==> src/rtl/parity_frame_ctrl.sv <==
// parity_frame_ctrl
//   Sequencer for the even-parity serial datapath. Takes a parallel word over
//   valid/ready, shifts it out one bit per clock, appends the even-parity bit
//   (XOR of all data bits), then holds off for GAP idle cycles before accepting
//   the next word. Frame markers let a downstream checker align cycle-exact.
//
// Parameters
//   DW         data bits per frame (>= 1)
//   LSB_FIRST  1: bit 0 goes out first; 0: bit DW-1 goes out first
//   GAP        idle cycles after the parity bit before in_ready returns (>= 0)
//
// Ports
//   clk          in   rising-edge clock
//   rst          in   asynchronous reset, active low
//   in_valid     in   parallel word offered
//   in_data      in   word to frame [DW-1:0]
//   in_ready     out  word can be accepted this cycle (IDLE only)
//   ser_out      out  serial bit: data bits, then parity bit
//   ser_valid    out  ser_out carries a frame bit
//   frame_start  out  high with the first data bit
//   frame_end    out  high with the parity bit
//   par_bit      out  parity of the last completed frame, held until the next ends
//   busy         out  high whenever not idle
//
// All outputs are flops loaded from the next-state logic, so the bit shown in a
// cycle is chosen at the edge that starts that cycle.

module parity_frame_ctrl #(
    parameter int unsigned DW        = 8,
    parameter int unsigned LSB_FIRST = 1,
    parameter int unsigned GAP       = 1
) (
    input  logic          clk,
    input  logic          rst,
    input  logic          in_valid,
    input  logic [DW-1:0] in_data,
    output logic          in_ready,
    output logic          ser_out,
    output logic          ser_valid,
    output logic          frame_start,
    output logic          frame_end,
    output logic          par_bit,
    output logic          busy
);

    localparam int unsigned CW      = $clog2(DW + 1);
    // Always at least one bit wide, even when GAP is 0 and the counter is unused.
    localparam int unsigned GW      = $clog2(GAP + 2);
    localparam int unsigned GapLast = (GAP > 0) ? GAP - 1 : 0;

    typedef enum logic [1:0] {StIdle, StShift, StParity, StGap} state_e;

    state_e        state_q, state_d;
    logic [DW-1:0] shift_q, shift_d;
    logic [CW-1:0] cnt_q, cnt_d;
    logic          acc_q, acc_d;
    logic [GW-1:0] gap_q, gap_d;

    logic ser_out_d, ser_valid_d, frame_start_d, frame_end_d;
    logic par_bit_d, in_ready_d, busy_d;

    // The first bit is taken straight from in_data on the accepting edge, later
    // bits from the shift register; both paths share the same pick/shift logic.
    logic [DW-1:0] src;
    logic [DW-1:0] rest;
    logic          head;

    always_comb begin
        src  = (state_q == StIdle) ? in_data : shift_q;
        head = (LSB_FIRST != 0) ? src[0] : src[DW-1];
        rest = (LSB_FIRST != 0) ? (src >> 1) : (src << 1);
    end

    always_comb begin
        state_d       = state_q;
        shift_d       = shift_q;
        cnt_d         = cnt_q;
        acc_d         = acc_q;
        gap_d         = gap_q;
        ser_out_d     = 1'b0;
        ser_valid_d   = 1'b0;
        frame_start_d = 1'b0;
        frame_end_d   = 1'b0;
        par_bit_d     = par_bit;

        case (state_q)
            StIdle: begin
                // in_ready is always high here, so in_valid alone is the handshake.
                if (in_valid) begin
                    shift_d       = rest;
                    cnt_d         = CW'(1);
                    acc_d         = head;
                    ser_out_d     = head;
                    ser_valid_d   = 1'b1;
                    frame_start_d = 1'b1;
                    state_d       = StShift;
                end
            end
            StShift: begin
                // cnt_q counts bits already on the wire; after the DW-th, emit parity.
                if (cnt_q == CW'(DW)) begin
                    ser_out_d   = acc_q;
                    ser_valid_d = 1'b1;
                    frame_end_d = 1'b1;
                    par_bit_d   = acc_q;
                    state_d     = StParity;
                end else begin
                    shift_d     = rest;
                    cnt_d       = cnt_q + 1'b1;
                    acc_d       = acc_q ^ head;
                    ser_out_d   = head;
                    ser_valid_d = 1'b1;
                end
            end
            StParity: begin
                acc_d   = 1'b0;
                cnt_d   = '0;
                gap_d   = '0;
                state_d = (GAP == 0) ? StIdle : StGap;
            end
            StGap: begin
                if (gap_q == GW'(GapLast)) begin
                    state_d = StIdle;
                end else begin
                    gap_d = gap_q + 1'b1;
                end
            end
            default: state_d = StIdle;
        endcase

        in_ready_d = (state_d == StIdle);
        busy_d     = (state_d != StIdle);
    end

    always_ff @(posedge clk or negedge rst) begin
        if (!rst) begin
            state_q     <= StIdle;
            shift_q     <= '0;
            cnt_q       <= '0;
            acc_q       <= 1'b0;
            gap_q       <= '0;
            in_ready    <= 1'b1;
            ser_out     <= 1'b0;
            ser_valid   <= 1'b0;
            frame_start <= 1'b0;
            frame_end   <= 1'b0;
            par_bit     <= 1'b0;
            busy        <= 1'b0;
        end else begin
            state_q     <= state_d;
            shift_q     <= shift_d;
            cnt_q       <= cnt_d;
            acc_q       <= acc_d;
            gap_q       <= gap_d;
            in_ready    <= in_ready_d;
            ser_out     <= ser_out_d;
            ser_valid   <= ser_valid_d;
            frame_start <= frame_start_d;
            frame_end   <= frame_end_d;
            par_bit     <= par_bit_d;
            busy        <= busy_d;
        end
    end

endmodule

==> config.mk <==
export PLATFORM = sky130hd
export DESIGN_NAME = parity_frame_ctrl
export DESIGN_NICKNAME = d
export VERILOG_FILES = /design/src/rtl/parity_frame_ctrl.sv
export SDC_FILE = /design/constraint.sdc
export NUM_CORES = 1
export LEC_CHECK = 0
export CAP_MARGIN = 20
export CORE_ASPECT_RATIO = 0.7
export CORE_UTILIZATION = 52
export CTS_CLUSTER_SIZE = 14
export DETAILED_ROUTE_END_ITERATION = 7
export GPL_TIMING_DRIVEN = 0
export PLACE_DENSITY = 0.89
export SLEW_MARGIN = 20
export SYNTH_ARGS = -nofsm -noshare
export SYNTH_HDL_FRONTEND = slang
export SYNTH_SLANG_ARGS = --single-unit
export TNS_END_PERCENT = 5
==> constraint.sdc <==
create_clock -name clk -period 2.12 [get_ports clk]
set_input_delay 0.636 -clock clk [delete_from_list [all_inputs] [get_ports clk]]
set_output_delay 0.636 -clock clk [all_outputs]
set_load 0.02 [all_outputs]
# --- Yosys cells after proc, flatten, opt, wreduce, memory -nomap -nowiden ---
# Index checks and enable logic that the tools add are counted.
totals:
  regBits: 24
  input_bits: 11
  output_inout_bits: 7
  elab_cells: 57
classes:
  addsub: 2
  n_eq_ne: 7
  n_mux: 24
  n_bitwise: 1
  n_reduce_logical: 11
ops:
  columns: ["op", "n"]
  rows:
  - ["$mux W8", 3]
  - ["$pmux W8 S2", 1]
  - ["$pmux W4 S3", 1]
  - ["$mux W1", 8]
  - ["$mux W2", 4]
  - ["$mux W4", 2]
  - ["$pmux W2 S4", 1]
  - ["$logic_not A2 Y1", 3]
  - ["$ne A2 B2 Y1 const B", 3]
  - ["$reduce_and A3 Y1", 2]
  - ["$reduce_bool A2 Y1", 3]
  - ["$add A4 B1 Y4 const B", 1]
  - ["$eq A2 B2 Y1 const B", 2]
  - ["$eq A4 B4 Y1 const B", 1]
  - ["$pmux W1 S2", 2]
  - ["$pmux W2 S2", 1]
  - ["$reduce_and A2 Y1", 2]
  - ["$pmux W1 S3", 1]
  - ["$reduce_bool A3 Y1", 1]
  - ["$add A2 B1 Y2 const B", 1]
  - ["$eq A2 B1 Y1 const B", 1]
  - ["$xor A1 B1 Y1", 1]

# --- Longest topological paths before layout ---
# Gate-level depths: netlist of the first run.
depth:
  depth_word: 5
  ltp_mapped: 7
  depth_no_buf: 6

# --- Least setup slack after synthesis of the first run ---
# Ideal clock, no wire load.
synth_path:
  kind: "reg2reg"
  from: "register state_q[0]"
  to: "register busy"
  setup_ps: 124
  t_arrival_ps: 1458
  setup_slack_ps: 538
  path_stages_with_launch: 6
  n_path_buf: 0
  cell_sequence: "dfrtp_1 -> inv_1 -> ha_1 -> or2_1 -> o31a_1 -> or2_1"
synth_via:
  elab_chain_len: 3
  word_cells_on_any_way: 9
synth_lines:
  columns: ["item", "line_no", "text"]
  rows:
  - ["start, declared", "53", "state_e state_q, state_d;"]
  - ["start signal, assigned", "137", "state_q <= StIdle;"]
  - ["start signal, assigned", "150", "state_q <= state_d;"]
  - ["$eq A2 B2 Y1, or another cell as far along", "86", "case (state_q)"]
  - ["$pmux W2 S4 *", "86", null]
  - ["net state_d[1]", "53", null]
  - ["$reduce_bool A2 Y1 *", "132", "busy_d = (state_d != StIdle);"]
  - ["net busy_d", "60", "logic par_bit_d, in_ready_d, busy_d;"]
  - ["end signal, assigned", "161", "busy <= busy_d;"]
  - ["end, declared", "43", "output logic busy"]
# Mark *: on every way through the listed nets, which the timed path passes. The rest lies on a longest branch.
# A chain may end at the register's enable or synchronous reset.

# --- Worst setup path in the final report of the first run ---
layout_path:
  from: "register par_bit"
  to: "output par_bit"
layout_rtl:
  columns: ["item", "line_no", "text"]
  rows:
  - ["start, declared", "42", "output logic par_bit,"]
  - ["start signal, assigned", "160", "par_bit <= par_bit_d;"]
# No word-level cell between the ends.

==> results of run 1 <==
-- kinds of logic after synthesis --
kind of cell    share of synthesized area (%)
flops                                    50.2
simple gates                             14.1
compound gates                           15.7
fa+ha+maj                                7.62
buf+inv                                  4.47
mux                                      7.95
-- power by group through the flow --
stage / Clock (mW) / Sequential, mW / Combinational, mW
floorplan: 0 / 0.730 / 0.642
global placement: 0 / 0.686 / 0.919
detailed placement: 0 / 0.698 / 0.964
CTS: 0.207 / 0.688 / 0.971
global route: 0.222 / 0.704 / 1.08
finish: 0.196 / 0.689 / 0.963
-- cell usage in the layout, fill, tap and decap left out, types with 2 or more instances in the layout --
| cell | n |
|---|---|
| o21ai_1 | 2 |
| a32o_1 | 2 |
| a21oi_1 | 3 |
| dfrtp_1 | 22 |
| o211ai_1 | 2 |
| nand2_1 | 13 |
| clkbuf_4 | 3 |
| nor2_1 | 4 |
| o21ai_0 | 11 |
| buf_2 | 3 |
| inv_1 | 9 |
| a22o_1 | 2 |
| clkdlybuf4s50_1 | 15 |
| mux2i_1 | 8 |
| or2_1 | 2 |
| ha_1 | 7 |
| nand3_1 | 4 |
| nor2b_1 | 2 |
-- metrics by stage --
step	util, %	hold slack (ns)
2_1_floorplan	-	0.340
3_3_place_gp	68.9	0.460
3_5_place_dp	68.9	0.475
4_1_cts	70.2	0.503
5_1_grt	70.1	0.294
6_report	70.1	0.272
-- synth_stat cells (3+ instances only) --
cell | count | area, µm²
nor2_1 | 4 | 15.0
nand3_1 | 4 | 20.0
dfrtp_1 | 22 | 551
inv_1 | 9 | 33.8
o21ai_0 | 11 | 55.1
a21oi_1 | 3 | 15.0
nand2_1 | 13 | 48.8
mux2i_1 | 8 | 80.1
ha_1 | 7 | 87.6
-- final cells by class --
| class | instances | area [µm²] | share of cell area (%) |
|---|---|---|---|
| Buffer | 3 | 17.5 | 1.27 |
| Inverter | 9 | 33.8 | 2.45 |
| Multi-Input combinational cell | 76 | 520 | 37.7 |
| Sequential cell | 23 | 577 | 41.8 |
| Timing Repair Buffer | 17 | 168 | 12.1 |
| Tap cell | 30 | 37.5 | 2.72 |
| Clock buffer | 4 | 26.3 | 1.90 |
-- state kept, by name, summed over array words and instances, names as in the netlist, 2 cells and up --
name / cells
state_q: 2
gap_q: 2
shift_q: 7
cnt_q: 4
-- layer usage --
| metal | up-vias | track usage, % |
|---|---|---|
| li1 | 435 | - |
| met1 | 418 | 26.6 |
| met2 | 21 | 38.5 |
| met3 | 7 | 7.72 |
| met4 | 0 | 11.3 |
| met5 | - | 0 |
-- how the worst min path moves through the flow --
stage                     slack (ns)              startpoint                endpoint
after detailed placement        0.47  shift_q[4]$_DFFE_PN0P_  shift_q[4]$_DFFE_PN0P_
after floorplan                 0.34                     rst       acc_q$_DFFE_PN0P_
after global routing            0.29                     rst  shift_q[0]$_DFFE_PN0P_
after global placement          0.46     par_bit$_DFFE_PN0P_     par_bit$_DFFE_PN0P_
final                           0.27                     rst  shift_q[0]$_DFFE_PN0P_
after CTS                       0.50  shift_q[4]$_DFFE_PN0P_  shift_q[4]$_DFFE_PN0P_
-- repair_timing --
| action | CTS | global route |
|---|---|---|
| resized for setup | 0 | 1 |
| setup endpoints to repair | 0 | 1 |
| setup buffers | 0 | 0 |
==> metrics.txt, run 1 <==
Post-synth EDFFs 0; Mapped Cells approximately 110; status completed; share of layout cells above drive strength 1 roughly 8.3%; worst slew pin tran 0.490 ns; Mapped Nets approximately 130; Max Cap Violations 0; HP Class in2async; Die Span Y about 41 µm; Slowest cell on crit path clkdlybuf4s50_1; Synth Cell Area ~1100 µm²; pin count of the biggest net entering global routing 24; met1 wire length 1060 µm; All-Layer GR Usage 22.5%; startpoint types register; cts hold-fix bufs 0; Routed met2 length approximately 1000 µm; CTS clk-pin slew, worst paths ~0.11 ns; Worst EP arrival around 1.3 ns; area of placed instances about 1400 µm²; core area 1970 µm²; Reg2Reg Depth 7; Leakage around 0.65 nW; Comb pwr share 52.1%; Setup Skew roughly 0.0016 ns; Critical path buffers and inverters 1; internal power roughly 1.1 mW; first-pass GRT wire length between 3000 and 4000 µm; Die W between 50 and 60 µm; CP Capture Type output port; sequential power share 37.3%; pre-CTS worst setup slack -0.0432 ns; crit path max fanout 2; Mean Syn Cell Area 10.3 µm²; P_sw about 760 µW; warnings from Yosys 0; fill count between 150 and 200; Worst setup startpoint par_bit$_DFFE_PN0P_; R2R Path Start state_q[0]$_DFF_PN0_; CP Class reg2out; total routed wirelength 2230 µm; vias in the first global route ~860; Worst-Skew Late Latency between 0.3 and 0.4 ns; via count slightly below 900; FF-to-FF End shift_q[6]$_DFFE_PN0P_; Starting Density roughly 58%; Critical Path Stages 1; I/O Buffers 17; row count 13; clock network fraction of total power 10.6%; grt ovf 0; Slew HR between 60% and 70%; DRC Markers 0; GPL Wtd Cong ~0.87; CTS tree yes; worst setup margin roughly 0.21 ns; ANT cells 0; Clock Sinks 23; wire length on met3 around 120 µm; max-slew violation count 0; Seq/Total Area, Yosys approximately half; main flop type after synthesis dfrtp_1; Clock Tree Buf Depth 2; Via-to-Cell Ratio between 5 and 6; Top Metal Used met4; RSZ-0062 raised after global routing no; Seq cells post-synth 23; FFs w/ async S/R, synth 100%; crit-path cells clkdlybuf4s50_1; setup slack, reg-to-reg around 0.34 ns; critical path's largest stage delay about 0.6 ns; CP delay by family, top buffers and inverters; post-route ant nets 0; final total power 1.85 mW; # placed instances about 160; Setup TNS 0 ns; DR pass1 iterations 4; Sw Ratio 41.3%; Max VDD drop 821 µV; CP endpoint par_bit; initial antenna violation count 0; final net count around 150; Final setup viols 0; final hold violation count 0; Req. time, crit path around 1.5 ns; area delta synth->final 20.2%; CTS Buf Count 3; Layout Cells excl Fill about 160; DP HPWL between 1500 and 2000 µm; post-synth cell types 32; PwrDens ~1300 nW/µm²; CTS root buf clkbuf_4; H-tree depth 1; Achievable Freq around 520 MHz; Ports 18; Die ar. 2400 µm²; fin crit period roughly 1.9 ns; design area roughly 1400 µm²; routed len/inst around 14 µm; violation count after the first detailed-route iteration 26; Tcrit/Tclk final 90.1%
(Power assumes the default switching activity.)
==> run 2, diff against run 1 <==
--- a/config.mk
+++ b/config.mk
@@ -8,10 +8,12 @@
 export CAP_MARGIN = 20
 export CORE_ASPECT_RATIO = 0.7
 export CORE_UTILIZATION = 52
-export CTS_CLUSTER_SIZE = 14
+export CTS_CLUSTER_SIZE = 25
 export DETAILED_ROUTE_END_ITERATION = 7
 export GPL_TIMING_DRIVEN = 0
+export MAX_ROUTING_LAYER = met4
 export PLACE_DENSITY = 0.89
+export SKIP_CTS_REPAIR_TIMING = 1
 export SLEW_MARGIN = 20
 export SYNTH_ARGS = -nofsm -noshare
 export SYNTH_HDL_FRONTEND = slang
==> metrics.txt, run 2 (synthesized netlist as in run 1, its figures left out) <==
crit path max fanout 1 (-1); post-route ant nets 0 (unchanged); core area 1970 µm² (unchanged); critical path's largest stage delay 0.61 ns (about the same); final total power 1.87 mW (+1.3%); pin count of the biggest net entering global routing 24 (unchanged); GPL Wtd Cong 0.871 (-0.10%); Worst setup startpoint busy$_DFF_PN0_; final hold violation count 0 (unchanged); routed len/inst 14.0 µm (+2.1%); Via-to-Cell Ratio 5.45 (+0.23%); Starting Density 58.4% (unchanged); CP Capture Type output port; Die ar. 2400 µm² (unchanged); Setup Skew 0.00548 ns (+0.00390 ns); post-layout util 70.2% (about the same); biggest regs shift_q: 7 flops, cnt_q: 4 flops; Max Cap Violations 0 (unchanged); status completed; I/O Buffers 17 (unchanged); CP Class reg2out; Tcrit/Tclk final 90.9% (+0.80 points); max reg flops 7 (unchanged); Die Span Y 41.3 µm (unchanged); CTS clk-pin slew, worst paths 0.12 ns (about the same); Slew HR 68.2% (+0.86 points); most frequent cells in the layout 22 x dfrtp_1, 15 x clkdlybuf4s50_1, 13 x nand2_1; RSZ-0062 raised after global routing no; Critical path buffers and inverters 1 (unchanged); Clock Sinks 23 (unchanged); CTS tree yes; Worst EP arrival 1.29 ns (+0.02 ns); share of layout cells above drive strength 1 9.09% (+0.76 points); grt ovf 0 (unchanged); Achievable Freq 519 MHz (-0.88%); DP HPWL 1740 µm (-0.38%); DR pass1 iterations 4 (unchanged); Slowest cell on crit path clkdlybuf4s50_1; CTS Buf Count 3 (unchanged); fin crit period 1.93 ns (+0.0169 ns); PwrDens 1360 nW/µm² (+1.2%); Ports 18 (unchanged); HP Class in2async; crit-path cells clkdlybuf4s50_1; commonest non-fill, non-tap cell in the layout dfrtp_1; vias in the first global route 834 (-2.6%); initial antenna violation count 0 (unchanged); ANT cells 0 (unchanged); Reg with most FFs shift_q; All-Layer GR Usage 24.0% (+1.5 points); area delta synth->final 20.3% (about the same); violation count after the first detailed-route iteration 26 (unchanged); R2R Path Start state_q[1]$_DFF_PN0_; row count 13 (unchanged); final net count 151 (unchanged); Max VDD drop 936 µV (+14%); Die W 58.2 µm (unchanged); max-slew violation count 0 (unchanged); via count 883 (+0.23%); worst slew pin tran 0.477 ns (-0.0130 ns); Worst-Skew Late Latency 0.31 ns (about the same); CP delay by family, top buffers and inverters; H-tree depth 1 (unchanged); first-pass GRT wire length 3780 µm (+0.37%); Final setup viols 0 (unchanged); CTS root buf clkbuf_4; startpoint types register; WHS 0.261 ns (-0.0105 ns); Leakage 0.648 nW (+0.42%); DRC Markers 0 (unchanged); Clock Tree Buf Depth 2 (unchanged); total routed wirelength 2280 µm (+2.1%); Req. time, crit path 1.48 ns (about the same)
[run 2: metrics by stage]
step                      cell area [µm²]  setup TNS (ns)  std cells  setup WS (ns)
after CTS                            1380               0        162         0.0164
after global routing                 1380               0        162          0.147
after global placement               1360        -0.00235        158       -0.00235
after detailed placement             1360         -0.0816        158        -0.0547
after floorplan                      1150               0        111          0.538
final                                1380               0        162          0.193
[run 2: final cells by class]
type | instances | area [µm²]
multi-input cells | 76 | 520
fillers | 157 | 587
well taps | 30 | 37.5
flip-flops and latches | 23 | 577
inverters | 9 | 33.8
plain buffers | 3 | 17.5
clock inverters | 1 | 5.00
repair buffers | 17 | 168
clock buffers | 3 | 22.5
[run 2: path summary, 6_finish.rpt]
path,endpoint,slack [ns],depth (start not counted)
worst max-delay path,busy,0.19,1
worst min-delay path,cnt_q[2]$_DFFE_PN0P_,0.26,1
worst max register to register,shift_q[6]$_DFFE_PN0P_,0.36,7
worst min register to register,par_bit$_DFFE_PN0P_,0.48,2
max in group asynchronous,in_ready$_DFF_PN1_,1.51,1
min in group clk,par_bit$_DFFE_PN0P_,0.48,2
[run 2: metal layers]
layer	track usage [%]	vias up	part of all wire (%)
met5	-	-	0
met3	7.41	4	4.0
met2	41.1	17	47
li1	-	432	-
met1	27.9	430	47
met4	8.93	0	1.5
[run 2: report_power, final]
group / switching (mW) / internal [mW]
sequential: 0.0956 / 0.596
combinational: 0.564 / 0.416
clock: 0.130 / 0.0706
[run 2: worst register-to-register path, delay by kind of cell, from the launching register on]
family	cells	cell delay (ns)
adder cells (fa/ha/maj)	1	0.25
AND/OR/NAND/NOR	2	0.28
AO/OA/AOI/OAI	2	0.34
buffers and inverters	2	0.33
flip-flops	1	0.42
